File: src/rtl/tiny_rv_wb_arbiter.sv
`default_nettype none
// +--------------------------------------------------------------------------+
// | Module   : tiny_rv_wb_arbiter                                            |
// | Purpose  : Write-back arbiter for the dual-read register file. Merges    |
// |            ALU and LSU results onto the single register-file write port, |
// |            buffers LSU results in a small FIFO and keeps a per-register  |
// |            busy scoreboard that stalls issue until pending writes land.  |
// | Ports    : i_clk, i_rst         clock, synchronous active-high reset     |
// |            i_issue_*            instruction presented for issue          |
// |            o_hazard             presented instruction must not issue     |
// |            i_alu_*              ALU result (never back-pressured)        |
// |            i_lsu_*, o_lsu_ready LSU result handshake                     |
// |            o_wb_addr, o_wb_data registered register-file write port      |
// |            o_busy               scoreboard, bit n = write to xn pending  |
// |            o_err                sticky unexpected-result flag            |
// | Revision : 1.0  initial release                                          |
// +--------------------------------------------------------------------------+
module tiny_rv_wb_arbiter #(
  parameter int XLEN           = 32,
  parameter int LSU_FIFO_DEPTH = 2
) (
  input  logic            i_clk,
  input  logic            i_rst,
  input  logic            i_issue_valid,
  input  logic [4:0]      i_issue_rd,
  input  logic [4:0]      i_issue_rs1,
  input  logic [4:0]      i_issue_rs2,
  output logic            o_hazard,
  input  logic            i_alu_valid,
  input  logic [4:0]      i_alu_rd,
  input  logic [XLEN-1:0] i_alu_data,
  input  logic            i_lsu_valid,
  output logic            o_lsu_ready,
  input  logic [4:0]      i_lsu_rd,
  input  logic [XLEN-1:0] i_lsu_data,
  output logic [4:0]      o_wb_addr,
  output logic [XLEN-1:0] o_wb_data,
  output logic [31:0]     o_busy,
  output logic            o_err
);

  localparam int PTR_W = (LSU_FIFO_DEPTH > 1) ? $clog2(LSU_FIFO_DEPTH) : 1;
  localparam int CNT_W = $clog2(LSU_FIFO_DEPTH + 1);
  localparam logic [CNT_W-1:0] FULL_COUNT = CNT_W'(LSU_FIFO_DEPTH);

  logic [31:0]      busy;
  logic [31:0]      busy_next;
  logic [31:0]      set_mask;
  logic [31:0]      clr_mask;

  logic [4:0]       fifo_rd   [LSU_FIFO_DEPTH];
  logic [XLEN-1:0]  fifo_data [LSU_FIFO_DEPTH];
  logic [PTR_W-1:0] wr_ptr;
  logic [PTR_W-1:0] rd_ptr;
  logic [CNT_W-1:0] count;

  logic             full;
  logic             empty;
  logic             issue_accept;
  logic             alu_sel;
  logic             lsu_push;
  logic             fifo_pop;
  logic             err_set;
  logic [4:0]       wb_addr_next;
  logic [XLEN-1:0]  wb_data_next;

  always_comb begin
    full         = (count == FULL_COUNT);
    empty        = (count == '0);
    o_hazard     = i_issue_valid & (busy[i_issue_rs1] | busy[i_issue_rs2] | busy[i_issue_rd]);
    issue_accept = i_issue_valid & ~o_hazard;
    // rd=0 results are discarded, so they are accepted even with the FIFO full.
    o_lsu_ready  = ~i_rst & (~full | (i_lsu_rd == 5'd0));
    lsu_push     = i_lsu_valid & o_lsu_ready & (i_lsu_rd != 5'd0);
    alu_sel      = i_alu_valid & (i_alu_rd != 5'd0);
    // No same-cycle bypass: a push this cycle is only visible to the pop next cycle.
    fifo_pop     = ~alu_sel & ~empty;

    set_mask     = issue_accept ? (32'd1 << i_issue_rd) : 32'd0;
    // The value currently on the write port lands in the register file at this edge.
    clr_mask     = 32'd1 << o_wb_addr;
    busy_next    = (busy & ~clr_mask) | set_mask;
    busy_next[0] = 1'b0;

    err_set      = (alu_sel & ~busy[i_alu_rd]) | (lsu_push & ~busy[i_lsu_rd]);

    wb_addr_next = 5'd0;
    wb_data_next = '0;
    if (alu_sel) begin
      wb_addr_next = i_alu_rd;
      wb_data_next = i_alu_data;
    end else if (fifo_pop) begin
      wb_addr_next = fifo_rd[rd_ptr];
      wb_data_next = fifo_data[rd_ptr];
    end
  end

  always_ff @(posedge i_clk) begin
    if (i_rst) begin
      busy      <= 32'd0;
      wr_ptr    <= '0;
      rd_ptr    <= '0;
      count     <= '0;
      o_wb_addr <= 5'd0;
      o_wb_data <= '0;
      o_err     <= 1'b0;
    end else begin
      busy      <= busy_next;
      o_wb_addr <= wb_addr_next;
      o_wb_data <= wb_data_next;
      if (err_set) begin
        o_err <= 1'b1;
      end
      if (lsu_push) begin
        wr_ptr <= wr_ptr + PTR_W'(1);
      end
      if (fifo_pop) begin
        rd_ptr <= rd_ptr + PTR_W'(1);
      end
      case ({lsu_push, fifo_pop})
        2'b10:   count <= count + CNT_W'(1);
        2'b01:   count <= count - CNT_W'(1);
        default: count <= count;
      endcase
    end
  end

  // Storage needs no reset: the count register alone decides validity.
  always_ff @(posedge i_clk) begin
    if (lsu_push) begin
      fifo_rd[wr_ptr]   <= i_lsu_rd;
      fifo_data[wr_ptr] <= i_lsu_data;
    end
  end

  assign o_busy = busy;

endmodule
`default_nettype wire

File: config.mk
export PLATFORM = sky130hd
export DESIGN_NAME = tiny_rv_wb_arbiter
export DESIGN_NICKNAME = d
export VERILOG_FILES = /design/src/rtl/tiny_rv_wb_arbiter.sv
export SDC_FILE = /design/constraint.sdc
export NUM_CORES = 1
export LEC_CHECK = 0
export BUFFER_PORTS_ARGS = -buffer_cell sky130_fd_sc_hd__buf_2
export CORE_ASPECT_RATIO = 0.8
export CORE_MARGIN = 4
export CORE_UTILIZATION = 49
export DETAILED_ROUTE_END_ITERATION = 6
export GPL_TIMING_DRIVEN = 0
export PLACE_DENSITY_LB_ADDON = 0.1
export REMOVE_ABC_BUFFERS = 1
export SLEW_MARGIN = 10
export SYNTH_ARGS = -nofsm -noshare
export SYNTH_HDL_FRONTEND = slang
export SYNTH_SLANG_ARGS = --single-unit
File: constraint.sdc
create_clock -name i_clk -period 3.1 [get_ports i_clk]
set_input_delay 0.465 -clock i_clk [delete_from_list [all_inputs] [get_ports i_clk]]
set_output_delay 0.465 -clock i_clk [all_outputs]
set_load 0.05 [all_outputs]
## Word level (Yosys, flattened, before mapping)

Memories as Yosys holds them, arrays and structs flattened. A register that Yosys moved wholly into a read port is not among the register bits.
Cells that the tools add are included.

- Flip-flop bits (word level): 74
- Bits in latches: 0
- Bits in writable memories: 74
- ROM bits: 0
- Bits of input ports: 94
- Output and inout bits: 72
- Logic and storage cells: 74
- Memories kept: 2

Memories:

| name | depth | width | read ports | clocked after memory_dff | wr ports | line | text |
|---|---|---|---|---|---|---|---|
| fifo_data | 2 | 32 | 1 | 1 | 1 | 52 | `logic [XLEN-1:0] fifo_data [LSU_FIFO_DEPTH];` |
| fifo_rd | 2 | 5 | 1 | 1 | 1 | 51 | `logic [4:0] fifo_rd [LSU_FIFO_DEPTH];` |

- Add/sub/neg operators: 4
- Multiply operators: 0
- Divide/modulo/power cells: 0
- $lt $le $gt $ge: 5
- Eq/ne operators: 3
- Shift-type cells: 2
- Muxes and demuxes: 22
- Bitwise operators: 23
- Reductions and logical operators: 5

Operators by type and width:

| kind | number |
|---|---|
| two-way mux 32 bit | 3 |
| << shifter 1 x 5 -> 32 bit (first input constant) | 2 |
| AND 32 bit | 1 |
| NOT 32 bit | 1 |
| bitwise OR 32 bit | 1 |
| less-than comparator 5 x 6 -> 1 bit (second input constant) | 5 |
| binary-select mux 1 bit (select 5 bit) | 5 |
| two-way mux 1 bit | 11 |
| two-way mux 5 bit | 2 |
| nonzero test 5 bit | 2 |
| AND 1 bit | 9 |
| NOT 1 bit | 7 |
| zero test 5 bit | 1 |
| == test 2 bit (second input constant) | 2 |
| bitwise OR 1 bit | 4 |
| case mux 2 bit (2 select lines) | 1 |
| adder 1 bit (second input constant) | 2 |
| adder 2 x 1 -> 2 bit (second input constant) | 1 |
| == test 2 x 1 -> 1 bit (second input constant) | 1 |
| zero test 2 bit | 1 |
| nonzero test 2 bit | 1 |
| subtractor 2 x 1 -> 2 bit (second input constant) | 1 |

## Logic depth before layout (Yosys ltp)

- Word-level depth: 9
- Depth in mapped cells: 9

## Worst setup path before layout

OpenSTA, ideal clock, no wires.

- Kind: input port to flip-flop
- Start point: input port i_lsu_rd[3]
- End point: memory fifo_data[0][0] (enable)
- Library setup time: 433 ps
- Arrival time: 2,664 ps
- Required time: 2,667 ps
- Slack: 3 ps
- Cell stages on the path: 5
- Buffers on the path: 1
- Cells stage by stage: clkbuf_1 -> nor3_1 -> nand2_1 -> nand2_1 -> nor2_1

- Cells in the longest elaborated chain, start to end: 7
- Elaborated cells between the ends (all ways): 8

RTL lines:

| element | line | text |
|---|---|---|
| from (decl) | 34 | `input logic [4:0] i_lsu_rd,` |
| zero test 5 bit | 73 | `o_lsu_ready = ~i_rst & (~full \| (i_lsu_rd == 5'd0));` |
| bitwise OR 1 bit | 73 |  |
| AND 1 bit | 73 |  |
| AND 1 bit | 74 | `lsu_push = i_lsu_valid & o_lsu_ready & (i_lsu_rd != 5'd0);` |
| AND 1 bit * | 74 |  |
| two-way mux 1 bit * | 130 | `if (lsu_push) begin` |
| two-way mux 1 bit (implied by the code) * | 132 | `fifo_data[wr_ptr] <= i_lsu_data;` |
| to (decl) | 52 |  |

Every way passes the cells marked *; elsewhere a longest branch is shown, timed or not.

## Worst setup path after layout

- Start point: register busy[12], in the netlist o_busy[12]
- End point: output port o_hazard

- Cells in the longest elaborated chain, start to end: 5
- Elaborated cells between the ends (all ways): 9

RTL lines:

| element | line | text |
|---|---|---|
| from (decl) | 46 | `logic [31:0] busy;` |
| from (signal assigned) | 108 | `busy <= busy_next;` |
| binary-select mux 1 bit (select 5 bit) | 70 | `o_hazard = i_issue_valid & (busy[i_issue_rs1] \| busy[i_issue_rs2] \| busy[i_issue_rd]);` |
| two-way mux 1 bit (implied by the code) | 70 |  |
| bitwise OR 1 bit | 70 |  |
| bitwise OR 1 bit * | 70 |  |
| AND 1 bit * | 70 |  |
| to (decl) | 28 | `output logic o_hazard,` |

Every way passes the cells marked *; elsewhere a longest branch is shown, timed or not. The select of a mux whose other input is x is not followed.

==> metrics.cfg <==
[finish]
layout-drive-gt1-share = 0.4083
final_cells = 954
area_occupied_by_multi_input_gates_sq_mm = 0.003211
final_layout_net_count = 851
flow.area_growth_from_synthesis_pct = 22.83
most_common_cell_after_layout_fill_and_taps_aside = sky130_fd_sc_hd__buf_2
mostFrequentLayoutCells = 164 x sky130_fd_sc_hd__buf_2, 74 x sky130_fd_sc_hd__edfxtp_1, 71 x sky130_fd_sc_hd__dfxtp_1
design_area_sq_mm = 0.008710
layout.area.seq_sq_mm = 0.003707
fillerInstances = 1166
final_core_util = 0.6113

[placement]
pre_cts_ws_ns = -0.3764
dp_hpwl_mm = 13.87
placement.cell_area_sq_mm = 0.008064
gp_routability_congestion = 0.9421
place.port_buffers = 164
dpl.cell_count = 920

[global_route]
gr-usage-met3 = 0.07013
largest_net_degree_at_the_start_of_global_routing = 51
via_count_of_the_first_global_routing_pass = 5621
gr-usage-met1 = 0.3508
global_route.overflow_total = 0
gr-usage-all-layers = 0.2486
grt.met2_usage = 0.3770
gr_peak_layer = met2
grt_pass1_wl_mm = 31.24
initial_antenna_violation_count = 2

[cts]
clock_tree.root_cell = sky130_fd_sc_hd__clkbuf_16
ctsHoldBuffers = 0
cts_max_level = 4
numCtsBuffers = 17
max_buffers_root_to_sink = 2
latest_clock_arrival_within_the_worst_skew_pair_ns = 0.41
clock_sinks = 148
clk_pin_slew_worst_paths_ns = 0.07
tritoncts = done

[critical_path]
timing.critical_path.to_type = primary output
worst-endpoint-arrival_ns = 2.60
critPathMaxStageDelay_ns = 0.55
critical_path_s_slowest_cell = sky130_fd_sc_hd__mux4_1
worst-path-max-fanout = 7
critical_path_cell_list = mux4_1, mux2_4, and3_4, nor4_4, buf_4, a31oi_1, buf_2
setup.worst_path.start_class = flop
path_type_of_the_worst_setup_path = flop to primary output
worst_ep_required_time_ns = 2.63

[floorplan]
io-pin-count = 166
floorplan.initialDensity = 0.4976
floorplan.core_area_sq_mm = 0.01425
floorplan.die_area_sq_mm = 0.01647
die_y_microns = 115.6
rows = 39
die_width_microns = 142.5

[routing]
routed_wire_length_per_instance_microns = 21.17
drt_pass1_iterations = 6
routed-via-count = 5687
antenna_violating_nets_post_route = 0
drtIter0Drc = 533
via_cell_ratio = 5.961
route.final.wire_length_mm = 20.20
detail_route.drc_violations = 0

[synthesis]
postSynthCellCount = 607
synthArstFlopShare = 0
synth_seq_area_share = 0.5223
ys.warnings.count = 0
synth_top_flop_cell = sky130_fd_sc_hd__edfxtp_1
synthDistinctLibCells = 58
synth.cell_area_sq_mm = 0.007091
post_synth.cell_area_avg_sq_um = 11.68
yosys_register_bits = 148
number_of_enable_type_register_cells_in_the_synthesized_netlist = 74

[timing]
timing.final.hold_violations = 0
final_slew_viol_count = 0
fmax_mhz = 326.5
maxSlewHeadroom = 0.3245
fin_skew_ns = 0.01240
worstMarginPinSlew_ns = 1.013
final.period_utilization = 0.9881
worst_hold_slack_ns = 0.2400
post-route-worst-setup-slack_ns = 0.03684
rsz0062_at_grt = no
final.min_clock_period_ns = 3.063
report.final.setup_viol = 0

[hold_path]
hold_path.class = input pin to flop

[run_status]
status = completed

[run]
cap_violations = 0

[power_and_ir_drop]
ir_drop_v = 0.0004563
power.density_cell_area_mw_per_mm2 = 644.0
cellLeakagePower_nw = 3.394

-- sequential cells by signal, indices dropped and copies added (netlist names), named ones only --
signal     count
rd_ptr         1
o_wb_addr      5
fifo_data     64
wr_ptr         1
o_wb_data     32
count          2
fifo_rd       10
o_busy        31
o_err          1
-- metal layers --
| metal | wire, microns | vias to the layer above |
|---|---|---|
| met5 | 12 | - |
| met4 | 208 | 2 |
| met3 | 1847 | 20 |
| met2 | 9451 | 256 |
| met1 | 8679 | 2791 |
| li1 | - | 2618 |
-- area by class of cell --
class | instances | share of cell area
clock buffers | 17 | 0.04884
repair buffers | 170 | 0.1060
diodes | 1 | 0.0002873
well taps | 184 | 0.02643
flip-flops and latches | 148 | 0.4257
inverters | 5 | 0.002155
clock inverters | 15 | 0.02198
multi-input cells | 414 | 0.3686
-- worst max-delay path, delay by kind of cell, from the launching register on --
kind / cells / cell delay [ns]
buffers and inverters: 2 / 0.43
DFF: 1 / 0.43
AOI/OAI and AO/OA: 1 / 0.11
muxes: 2 / 0.84
and+or+nand+nor: 2 / 0.38
-- cells by family after synthesis --
group / after synthesis / share of synthesized area
xor+xnor: 3 / 0.003706
buf+inv: 45 / 0.03035
compound gates: 118 / 0.1286
flops: 148 / 0.5223
simple gates: 199 / 0.1338
fa+ha+maj: 1 / 0.001764
mux: 92 / 0.1789
other cells: 1 / 0.0005289
-- report_power, final --
part / total (mW) / internal [mW] / switching [mW]
Clock: 2.13 / 1.29 / 0.841
Combinational: 1.18 / 0.431 / 0.750
Sequential: 2.30 / 2.21 / 0.0927
Total: 5.61 / 3.93 / 1.68
-- path summary, 6_finish.rpt --
path              cells after the start          endpoint           start  slack, ns
setup / recovery                      7          o_hazard      o_busy[12]       0.04
hold / removal                        1  fifo_data[0][22]  i_lsu_data[22]       0.24
setup reg to reg                      7         o_busy[8]      o_busy[12]       0.42
hold reg to reg                       2            rd_ptr          rd_ptr       0.52
-- synthesized netlist by cell type (all sizes together), types with 6 or more instances --
master  instances  share of area
dfxtp          74           0.21
edfxtp         74           0.31
nor2           60          0.032
nand2          59          0.031
mux2           52          0.083
a22oi          40          0.042
o21ai          33          0.039
clkbuf         25          0.013
nand3          25          0.018
mux4           22          0.070
mux2i          18          0.025
buf            15          0.014
o211ai         13          0.014
nor2b          12          0.011
nor3           10         0.0071
nand2b          9         0.0079
a21oi           6         0.0042
nor4            6         0.0071
-- per-stage QoR --
step	total power, mW	TNS (ns)
after detailed placement	3.515	-10.75
final	5.609	0
after CTS	5.669	0
after floorplan	3.099	-3.189
after global placement	3.444	-171.79
after global routing	5.856	0
-- repair_timing --
item                                   CTS  global route
gates resized for setup                  2             2
setup endpoints to repair               32             1
endpoints found under the hold margin    0             0
pin swaps                                0             1
setup buffers                            0             1
gates cloned                             0             0
Note: power is estimated with default switching activity, not from simulation.
